<file path="src/rtl/interleaver_pkg.sv">
// ============================================================================
// interleaver_pkg : shared bank-state encoding and mode constants
// Rev 1.0
// ============================================================================
`default_nettype none

package interleaver_pkg;

    typedef enum logic [1:0] {
        EMPTY    = 2'd0,
        FILLING  = 2'd1,
        FULL     = 2'd2,
        DRAINING = 2'd3
    } bank_state_t;

    localparam logic MODE_INTLV   = 1'b0;
    localparam logic MODE_DEINTLV = 1'b1;

endpackage

`default_nettype wire

</file>
<file path="src/rtl/intlv_addr_gen.sv">
// ============================================================================
// intlv_addr_gen : wrapping (row, col) counter, row-major or column-major step
// Rev 1.0
// ============================================================================
`default_nettype none

module intlv_addr_gen
    import interleaver_pkg::*;
#(
    parameter int ROWS = 8,
    parameter int COLS = 8
) (
    input  logic                      clk,
    input  logic                      rst,
    input  logic                      step,
    input  logic                      mode,
    output logic [$clog2(ROWS)-1:0]   row,
    output logic [$clog2(COLS)-1:0]   col,
    output logic                      last
);

    localparam int RW = $clog2(ROWS);
    localparam int CW = $clog2(COLS);
    localparam logic [RW-1:0] ROW_MAX = RW'(ROWS - 1);
    localparam logic [CW-1:0] COL_MAX = CW'(COLS - 1);

    logic row_end;
    logic col_end;

    assign row_end = (row == ROW_MAX);
    assign col_end = (col == COL_MAX);
    // Both traversal orders finish on the bottom-right cell.
    assign last    = row_end && col_end;

    // mode == MODE_INTLV walks row-major (col fastest); otherwise column-major.
    always_ff @(posedge clk or negedge rst) begin
        if (!rst) begin
            row <= '0;
            col <= '0;
        end else if (step) begin
            if (mode == MODE_INTLV) begin
                col <= col_end ? '0 : col + 1'b1;
                if (col_end)
                    row <= row_end ? '0 : row + 1'b1;
            end else begin
                row <= row_end ? '0 : row + 1'b1;
                if (row_end)
                    col <= col_end ? '0 : col + 1'b1;
            end
        end
    end

endmodule

`default_nettype wire

</file>
<file path="src/rtl/block_interleaver.sv">
// ============================================================================
// block_interleaver : ping-pong ROWSxCOLS bit block (de)interleaver
// Deinterleave support is built only with INTERLEAVER_DEINT_EN defined.
// Rev 1.0
// ============================================================================
`default_nettype none

module block_interleaver
    import interleaver_pkg::*;
#(
    parameter int ROWS = 8,
    parameter int COLS = 8
) (
    input  logic clk,
    input  logic rst,
    input  logic din,
    input  logic din_valid,
    output logic din_ready,
    input  logic mode,
    output logic dout,
    output logic dout_valid,
    input  logic dout_ready
);

    localparam int DEPTH = ROWS * COLS;
    localparam int AW    = $clog2(DEPTH);

    bank_state_t              bank_state      [2];
    bank_state_t              bank_state_next [2];
    logic                     wr_ptr;
    logic                     rd_ptr;
    logic [DEPTH-1:0]         mem [2];

    logic                     wr_mode;
    logic                     rd_mode;
    logic                     rd_order;
    logic                     wr_en;
    logic                     rd_en;
    logic [$clog2(ROWS)-1:0]  wr_row;
    logic [$clog2(COLS)-1:0]  wr_col;
    logic [$clog2(ROWS)-1:0]  rd_row;
    logic [$clog2(COLS)-1:0]  rd_col;
    logic                     wr_last;
    logic                     rd_last;
    logic [AW-1:0]            wr_addr;
    logic [AW-1:0]            rd_addr;

    assign din_ready  = (bank_state[wr_ptr] == EMPTY) || (bank_state[wr_ptr] == FILLING);
    assign dout_valid = (bank_state[rd_ptr] == FULL)  || (bank_state[rd_ptr] == DRAINING);
    assign wr_en      = din_valid && din_ready;
    assign rd_en      = dout_valid && dout_ready;

`ifdef INTERLEAVER_DEINT_EN
    logic bank_mode [2];

    // The first write of a block still sees the live mode; later ones use the latch.
    assign wr_mode = (bank_state[wr_ptr] == EMPTY) ? mode : bank_mode[wr_ptr];
    assign rd_mode = bank_mode[rd_ptr];

    always_ff @(posedge clk or negedge rst) begin
        if (!rst) begin
            bank_mode[0] <= MODE_INTLV;
            bank_mode[1] <= MODE_INTLV;
        end else if (wr_en && (bank_state[wr_ptr] == EMPTY)) begin
            bank_mode[wr_ptr] <= mode;
        end
    end
`else
    logic unused_mode;

    assign unused_mode = mode;
    assign wr_mode     = MODE_INTLV;
    assign rd_mode     = MODE_INTLV;
`endif

    // Reads traverse in the opposite order to the block's write order.
    assign rd_order = (rd_mode == MODE_DEINTLV) ? 1'b0 : 1'b1;

    intlv_addr_gen #(
        .ROWS (ROWS),
        .COLS (COLS)
    ) u_wr_addr (
        .clk  (clk),
        .rst  (rst),
        .step (wr_en),
        .mode (wr_mode),
        .row  (wr_row),
        .col  (wr_col),
        .last (wr_last)
    );

    intlv_addr_gen #(
        .ROWS (ROWS),
        .COLS (COLS)
    ) u_rd_addr (
        .clk  (clk),
        .rst  (rst),
        .step (rd_en),
        .mode (rd_order),
        .row  (rd_row),
        .col  (rd_col),
        .last (rd_last)
    );

    assign wr_addr = AW'(32'(wr_row) * COLS + 32'(wr_col));
    assign rd_addr = AW'(32'(rd_row) * COLS + 32'(rd_col));
    assign dout    = dout_valid ? mem[rd_ptr][rd_addr] : 1'b0;

    always_ff @(posedge clk) begin
        if (wr_en)
            mem[wr_ptr][wr_addr] <= din;
    end

    // Write and read never target the same bank: their qualifying states are disjoint.
    always_comb begin
        for (int b = 0; b < 2; b++) begin
            bank_state_next[b] = bank_state[b];
            if (wr_en && (wr_ptr == 1'(b))) begin
                if (wr_last)
                    bank_state_next[b] = FULL;
                else if (bank_state[b] == EMPTY)
                    bank_state_next[b] = FILLING;
            end
            if (rd_en && (rd_ptr == 1'(b))) begin
                if (rd_last)
                    bank_state_next[b] = EMPTY;
                else if (bank_state[b] == FULL)
                    bank_state_next[b] = DRAINING;
            end
        end
    end

    always_ff @(posedge clk or negedge rst) begin
        if (!rst) begin
            bank_state[0] <= EMPTY;
            bank_state[1] <= EMPTY;
            wr_ptr        <= 1'b0;
            rd_ptr        <= 1'b0;
        end else begin
            bank_state[0] <= bank_state_next[0];
            bank_state[1] <= bank_state_next[1];
            wr_ptr        <= wr_ptr ^ (wr_en && wr_last);
            rd_ptr        <= rd_ptr ^ (rd_en && rd_last);
        end
    end

endmodule

`default_nettype wire
</file>
<file path="config.mk">
export PLATFORM = sky130hd
export DESIGN_NAME = block_interleaver
export DESIGN_NICKNAME = d
export VERILOG_FILES = /design/src/rtl/interleaver_pkg.sv /design/src/rtl/intlv_addr_gen.sv /design/src/rtl/block_interleaver.sv
export SDC_FILE = /design/constraint.sdc
export NUM_CORES = 1
export LEC_CHECK = 0
export BUFFER_PORTS_ARGS = -buffer_cell sky130_fd_sc_hd__buf_2
export CAP_MARGIN = 20
export CORE_UTILIZATION = 30
export DETAILED_ROUTE_END_ITERATION = 12
export PLACE_DENSITY_LB_ADDON = 0.08
export REMOVE_ABC_BUFFERS = 1
export SLEW_MARGIN = 20
export SYNTH_ARGS = -nofsm -noshare
export SYNTH_HDL_FRONTEND = slang
export SYNTH_SLANG_ARGS = --single-unit
</file>
<file path="constraint.sdc">
create_clock -name clk -period 4.3 [get_ports clk]
set_clock_uncertainty 0.05 [all_clocks]
set_input_delay 0.86 -clock clk [delete_from_list [all_inputs] [get_ports clk]]
set_output_delay 0.86 -clock clk [all_outputs]
set_load 0.03 [all_outputs]
</file>
**Yosys cells after proc, flatten, opt, wreduce, memory -nomap -nowiden**

Memory sizes are Yosys's and may differ from the RTL's.
Cells that the tools add are included.

- Register bits: 18
- Memory bits (writable): 128
- Bits of input ports: 6
- Output and inout bits: 3
- Logic and storage cells: 82
- Memories: 1

- Add/sub/neg operators: 6
- Order comparisons: 5
- Equal/unequal tests: 9
- Muxes and demuxes: 29
- Bitwise logic cells: 6
- Reduce and logical (&&, ||, !) cells: 18

Memory list:

| memory | words | bits a word | rd ports | clocked after Yosys merged registers in | write ports | RTL line | text |
|---|---|---|---|---|---|---|---|
| mem | 2 | 64 | 1 | 0 | 1 | block_interleaver.sv:32 | `logic [DEPTH-1:0] mem [2];` |

Operators with widths:

| operator | number |
|---|---|
| $mux 64 | 1 |
| $mux 2 | 18 |
| $lt 6x7->1 const B | 2 |
| $add 3x1->3 const B | 4 |
| $add 6x3->6 | 2 |
| $eq 3x3->1 const B | 4 |
| $mux 3 | 4 |
| $logic_and 1x1->1 | 11 |
| $eq 2x2->1 const B | 4 |
| $bmux 1 s6 | 1 |
| $demux 1 s6 | 1 |
| $ge 6x1->1 const B | 1 |
| $logic_not 2->1 | 3 |
| $ge 2x2->1 const B | 2 |
| $mux 1 | 4 |
| $not 1->2 | 2 |
| $reduce_and 2->1 | 2 |
| $eq 2x1->1 const B | 1 |
| $logic_or 1x1->1 | 2 |
| $not 1->1 | 2 |
| $xor 1x1->1 | 2 |

**Depth between registers and ports, before layout**

Gate-level depths: netlist of run 1.

- Depth in word-level cells: 12
- Mapped depth: 10
- Mapped depth without buffers: 6

**Hierarchy**

Synthesis of run 1 repeated with hierarchy kept, for this count alone.

- Cells, all modules: 487
- Area, all modules: 6,528.8 um2

By module, submodules not included:

| module | times used | cells an instance | area each (um2) | sequential area each (um2) |
|---|---|---|---|---|
| block_interleaver | 1 | 443 | 5,928.2 | 3,943.8 |
| intlv_addr_gen | 2 | 22 | 300.3 | 150.1 |

**Worst setup path after synthesis of run 1**

No wires, ideal clock.

- Path type: reg2out
- From: register u_rd_addr.col[0]
- To: output dout
- Arrival time: 2.066 ns
- Path slack: 1.324 ns
- Cell stages (with the launch flop): 7
- Path buffers: 2
- Cells stage by stage: dfrtp_1 -> buf_6 -> buf_12 -> mux4_1 -> mux4_2 -> o2111ai_2 -> o211ai_1

- Cells in the longest elaborated chain, start to end: 4

RTL lines:

| item | RTL line | text |
|---|---|---|
| start: declaration | intlv_addr_gen.sv:18 | `output logic [$clog2(COLS)-1:0] col,` |
| start signal: assignment | intlv_addr_gen.sv:42 | `col <= col_end ? '0 : col + 1'b1;` |
| start signal: assignment | intlv_addr_gen.sv:48 | `col <= col_end ? '0 : col + 1'b1;` |
| $add 6x3->6 | block_interleaver.sv:106 | `assign rd_addr = AW'(32'(rd_row) * COLS + 32'(rd_col));` |
| $bmux 1 s6 | block_interleaver.sv:107 | `assign dout = dout_valid ? mem[rd_ptr][rd_addr] : 1'b0;` |
| $mux 1 (implied by the code) | block_interleaver.sv:107 |  |
| $mux 1 | block_interleaver.sv:107 |  |
| end: declaration | block_interleaver.sv:20 | `output logic dout,` |

No other way between the ends. The select of a mux whose other input is x is not followed.

**Worst setup path after layout of run 1**

- From: register rd_ptr
- To: output dout

- Cells in the longest elaborated chain, start to end: 7

RTL lines:

| item | RTL line | text |
|---|---|---|
| start: declaration | block_interleaver.sv:31 | `logic rd_ptr;` |
| start signal: assignment | block_interleaver.sv:143 | `rd_ptr <= rd_ptr ^ (rd_en && rd_last);` |
| branches (longest 6 deep; another with $mem_v2 2x64) | - |  |
| $mux 1 * | block_interleaver.sv:107 |  |

Every way passes the cells marked *. The select of a mux whose other input is x is not followed.

==> results.py, run 1 <==
metrics = {
    "routing": {
        "vias_per_cell": 4.89,
        "via_count": 3856,
        "drtAntennaViolNets": 0,
        "drcViolationCount": 0,
        "routed_wl_um": 15400,
        "drt-initial-drc-count": 244,
        "first_pass_iters": 6,
        "post_drt_wl_per_cell_um": 19.5,
    },
    "placement": {
        "gp_congestion": 0.690,
        "post-place-ws_ps": 761,
        "io_buffers": 7,
        "dp_hpwl_um": 9360,
    },
    "finish": {
        "drive_above_1_share_pct": 12.5,
        "syn_to_final_growth_pct": 14.9,
        "num-nets-final": 515,
        "fill_cells": 2100,
        "antenna_cells": 0,
        "multi_input_area_um2": 2170,
        "final_common_cell": "nor2_1",
        "fin_util_pct": 35.4,
        "mostFrequentLayoutCells": "nor2_1 (141), edfxtp_1 (128), nand2_1 (33)",
        "seqCellArea_um2": 4250,
    },
    "clock_network": {
        "cts_sinks": 144,
        "post_cts_buffers": 0,
        "ctsHoldBuffers": 0,
        "clk_latency_ps": 410,
        "root_buffer": "clkbuf_16",
        "tritoncts": "done",
        "h-tree-depth": 4,
        "clkTransAtPathRegs_ps": 60,
        "cts.path.max_buffers": 2,
        "cts_resized": 0,
        "cts_inserted_buffers": 17,
    },
    "pwr": {
        "clkPwrFrac_pct": 45.0,
        "seq_power_share_pct": 46.1,
        "power_leakage_nw": 2.39,
        "pwr-share-comb_pct": 8.9,
        "powerDensity_nw_per_um2": 468,
        "peakVddDrop_v": 0.000305,
        "total_power_mw": 3.52,
        "internal_power_mw": 2.66,
        "p_sw_mw": 0.859,
        "switching_share_pct": 24.4,
    },
    "timing": {
        "fin_crit_sh_pct": 90.4,
        "relSlewSlack_pct": 31.4,
        "setup_violations": 0,
        "grt_setup_unrepaired": "no",
        "finalSetupTns_ps": 0,
        "finalHoldViolCount": 0,
        "layout_min_cycle_time_ps": 3890,
        "fin_ws_ps": 415,
        "worst_pin_slew_ps": 1030,
        "slew_violations": 0,
        "fmax_mhz": 257,
    },
    "grt": {
        "grt_pass1_vias": 4036,
        "grt_usage_pct": 15.0,
        "grt_pass1_wl_um": 24100,
        "grt_start_max_net_pins": 68,
        "grt.overflow.total": 0,
        "antenna_found_initial": 0,
    },
    "worst_setup_path": {
        "r2r-start": "wr_ptr",
        "worstPathMaxFanout": 19,
        "critical_path_arrival_ps": 2980,
        "r2r_slack_ps": 1540,
        "startpoint": "rd_ptr",
        "required_ps": 3390,
        "critPathLaunchType": "flip-flop",
        "critical_path_class": "flip-flop to primary output",
        "end_kind": "primary output",
    },
    "floorplan": {
        "io-pin-count": 9,
        "start_util_pct": 30.8,
        "core_area_um2": 21200,
        "die-area_um2": 22400,
        "fp-row-count": 53,
        "die_w_um": 150,
        "die_h_um": 150,
    },
    "run_status": {
        "status": "complete, no violations",
    },
    "synthesis": {
        "syn_avg_cell_area_um2": 13.4,
        "ys_seq_area_share_pct": 64.9,
        "syn_inst": 490,
        "yosysUniqueCellTypes": 40,
        "synth-seq-cells": 144,
        "syn-cell-area_um2": 6540,
        "yosys_warnings": 0,
    },
    "flow_run": {
        "maxCapViolations": 0,
    },
    "hold_path": {
        "hold_path.class": "primary input to asynchronous set/reset pin",
    },
}
-- routing by layer --
metal | global-route usage (%) | part of all wire (%) | up-vias
li1 | - | - | 1839
met1 | 19.7 | 47 | 1970
met2 | 24.9 | 50 | 38
met3 | 2.71 | 2.3 | 9
met4 | 5.05 | 0.85 | 0
met5 | 0 | 0 | -
-- area by class of cell --
type | count | area share (%)
flip-flops and latches | 144 | 56.4
multi-input cells | 320 | 28.8
clock buffers | 21 | 5.86
well taps | 275 | 4.57
clock inverters | 11 | 2.53
repair buffers | 16 | 1.70
inverters | 2 | 0.0998
-- cell usage after synthesis, drive strengths merged --
library cell | number | share of area [%]
nor2 | 141 | 8.1
edfxtp | 128 | 59
nand2 | 33 | 1.9
mux2i | 25 | 3.8
mux4 | 22 | 8.3
nand3 | 19 | 1.5
clkbuf | 16 | 0.92
dfrtp | 16 | 6.1
nand2b | 10 | 0.96
buf | 8 | 1.0
ha | 8 | 1.5
mux2 | 8 | 1.4
nor2b | 8 | 0.76
nor3 | 6 | 0.46
a21o | 5 | 0.57
nand4 | 5 | 0.48
a22oi | 4 | 0.46
o21ai | 3 | 0.23
a211oi | 2 | 0.23
a21oi | 2 | 0.15
a41oi | 2 | 0.27
and2 | 2 | 0.19
inv | 2 | 0.11
nor4 | 2 | 0.19
o211ai | 2 | 0.23
a2111oi | 1 | 0.13
a221o | 1 | 0.15
a311oi | 1 | 0.13
and4b | 1 | 0.15
nand4b | 1 | 0.13
nor3b | 1 | 0.11
o2111ai | 1 | 0.23
o22ai | 1 | 0.096
o311ai | 1 | 0.13
or3 | 1 | 0.096
or4 | 1 | 0.11
-- power by group through the flow --
stage | Combinational [mW] | Clock, mW | Sequential, mW
finish | 0.314 | 1.58 | 1.62
global route | 0.351 | 1.67 | 1.63
global placement | 0.314 | 0 | 1.65
floorplan | 0.180 | 0 | 1.63
CTS | 0.326 | 1.62 | 1.62
detailed placement | 0.325 | 0 | 1.65
-- path summary, 6_finish.rpt --
check | cells past startpoint | endpoint
max | 7 | dout
min | 1 | u_wr_addr.row[2]
max reg2reg | 4 | mem[0][17]
min reg2reg | 1 | bank_state[1]
max in group asynchronous | 1 | u_rd_addr.col[0]
min in group clk | 1 | bank_state[1]
-- critical path, cell delays in order, from the launching register on --
cell	delay, ps
dfrtp_1	980
mux4_2	620
mux2_2	280
o22ai_1	160
nand2b_1	70
nand4_1	100
o211ai_1	140
buf_2	210
-- flip-flops by register name, indices dropped and copies added (netlist names) --
| register | count |
|---|---|
| u_wr_addr.row | 3 |
| u_rd_addr.col | 3 |
| mem | 128 |
| rd_ptr | 1 |
| u_wr_addr.col | 3 |
| wr_ptr | 1 |
| u_rd_addr.row | 3 |
| bank_state | 2 |
-- logic make-up after synthesis --
group,after synthesis,synth area share (%)
DFF,144,64.9
muxes,55,13.5
AOI/OAI and AO/OA,26,3.02
adders and majority gates,8,1.53
buffers and inverters,26,2.05
and+or+nand+nor,231,15.1
-- metrics by stage --
stage                     hold slack, ps  area [um^2]  cells
after floorplan                      445         6420    466
after global placement               483         6890    757
after detailed placement             488         6890    757
after CTS                            300         7520    789
after global routing                 315         7520    789
final                                309         7520    789
(Power assumes the default switching activity.)
==> inputs of run 2 (changes only) <==
- BUFFER_PORTS_ARGS: -buffer_cell sky130_fd_sc_hd__buf_2 -> unset
- DONT_BUFFER_PORTS: unset -> 1
- SLEW_MARGIN: 20 -> unset
==> run 2 against run 1 <==
Effect of this change:
- sequential power about the same
- clock power rose by 5%
- worst hold slack got worse by 240 ps
- critical path depth stayed put
- final cell count decreased by 0.76%
- count of clock-buffer cells in the layout shrank 4
- non-clock buffer count is 5 lower
- highest routed layer unchanged
- largest power group is now clock
==> results.py, run 2 (synthesized netlist as in run 1, its figures left out) <==
metrics = {
    "timing": {
        "fmax_mhz": 251,
        "hold_slack_ps": 67.3,
        "relSlewSlack_pct": 29.9,
        "worst_pin_slew_ps": 1050,
        "finalHoldViolCount": 0,
        "slew_violations": 0,
        "layout_min_cycle_time_ps": 3980,
        "finalSetupTns_ps": 0,
        "setup_violations": 0,
        "grt_setup_unrepaired": "no",
        "fin_ws_ps": 317,
        "fin_crit_sh_pct": 92.6,
    },
    "routing": {
        "drt-initial-drc-count": 272,
        "via_count": 3904,
        "drtAntennaViolNets": 0,
        "post_drt_wl_per_cell_um": 19.6,
        "first_pass_iters": 4,
        "drcViolationCount": 0,
        "routed_wl_um": 15400,
        "vias_per_cell": 4.99,
    },
    "grt": {
        "grt_pass1_vias": 3979,
        "grt.overflow.total": 0,
        "grt_usage_pct": 14.8,
        "antenna_found_initial": 0,
        "grt_pass1_wl_um": 23500,
        "grt_start_max_net_pins": 129,
    },
    "pwr": {
        "powerDensity_nw_per_um2": 476,
        "total_power_mw": 3.57,
        "peakVddDrop_v": 0.000345,
        "p_sw_mw": 0.859,
        "pwr-share-comb_pct": 8.0,
        "power_leakage_nw": 2.37,
        "switching_share_pct": 24.1,
        "clkPwrFrac_pct": 46.6,
        "internal_power_mw": 2.71,
        "seq_power_share_pct": 45.4,
    },
    "clock_network": {
        "ctsHoldBuffers": 0,
        "h-tree-depth": 4,
        "tritoncts": "done",
        "root_buffer": "clkbuf_16",
        "cts_sinks": 144,
        "clk_latency_ps": 430,
        "cts_resized": 0,
        "clkTransAtPathRegs_ps": 60,
        "post_cts_buffers": 0,
        "cts.path.max_buffers": 2,
        "cts_inserted_buffers": 17,
    },
    "floorplan": {
        "io-pin-count": 9,
        "fp-row-count": 53,
        "start_util_pct": 30.8,
        "core_area_um2": 21200,
        "die-area_um2": 22400,
        "die_h_um": 150,
        "die_w_um": 150,
    },
    "worst_setup_path": {
        "critical_path_arrival_ps": 3070,
        "worstPathMaxFanout": 22,
        "end_kind": "primary output",
        "critical_path_class": "flip-flop to primary output",
        "critPathLaunchType": "flip-flop",
        "critPathSlowestCell": "dfrtp_2",
        "slowest_delay_ps": 810,
        "required_ps": 3390,
        "worstPathCellList": "buf_4 > mux4_1 > mux2_2 > o22ai_1 > nand2b_1 > nand4_1 > o211ai_1",
        "r2r-start": "wr_ptr",
        "startpoint": "u_rd_addr.col[0]",
    },
    "run_status": {
        "status": "complete, no violations",
    },
    "finish": {
        "fin_cells": 783,
        "drive_above_1_share_pct": 12.2,
        "largest_reg_flops": 128,
        "largest-register": "mem",
        "num-nets-final": 510,
        "fin_util_pct": 35.4,
        "syn_to_final_growth_pct": 14.8,
        "final_common_cell": "nor2_1",
        "antenna_cells": 0,
        "mostFrequentLayoutCells": "nor2_1 (141), edfxtp_1 (128), nand2_1 (33)",
        "final_area_um2": 7510,
    },
    "flow_run": {
        "maxCapViolations": 0,
    },
    "placement": {
        "dp_hpwl_um": 9370,
        "placed_area_um2": 6850,
        "dpl.cell_count": 752,
        "post-place-ws_ps": 736,
        "gp_congestion": 0.692,
        "io_buffers": 0,
    },
    "hold_path": {
        "hold_path.class": "primary input to asynchronous set/reset pin",
    },
}
run 2: cell types whose count changed in the layout (fill, tap and decap cells not counted), moves of 2 or more:
cell,before,now
buf_2,7,0
buf_4,7,11
clkbuf_1,4,0
buf_12,2,0
clkinvlp_4,1,3
run 2: final timing paths:
path	end	slack (ps)	depth (start not counted)
setup / recovery	dout	320	7
hold / removal	u_wr_addr.col[1]	70	0
setup reg to reg	mem[1][37]	1450	5
hold reg to reg	bank_state[1]	490	1
max in group asynchronous	u_rd_addr.col[0]	4050	0
min in group clk	mem[1][46]	480	0
run 2: metal layers:
| metal | global-route usage [%] | wire, um |
|---|---|---|
| met1 | 20.1 | 7430 |
| met2 | 23.3 | 7130 |
| met3 | 3.11 | 565 |
| met4 | 5.45 | 248 |
| met5 | 0 | 0 |
run 2: worst max-delay path: cells and delay by family (launching register included):
kind	cells	cell delay, ps
DFF	1	810
muxes	2	870
AOI/OAI and AO/OA	2	510
buffers and inverters	1	270
and+or+nand+nor	2	170
run 2: cell type report:
cell class                 count  area [um^2]
clock buffer                  17          425
clock inverter                14          239
fill                        2071        13700
inverter                       2         7.51
multi-input combinational    320         2170
sequential                   144         4250
tap                          275          344
timing repair buffer          11         82.6
run 2: power by group through the flow:
| stage | clock network, mW | logic, mW | registers (mW) |
|---|---|---|---|
| 3_3_place_gp | 0 | 0.287 | 1.65 |
| 6_report | 1.66 | 0.286 | 1.62 |
| 4_1_cts | 1.70 | 0.297 | 1.62 |
| 5_1_grt | 1.76 | 0.322 | 1.63 |
| 2_1_floorplan | 0 | 0.180 | 1.63 |
| 3_5_place_dp | 0 | 0.296 | 1.65 |
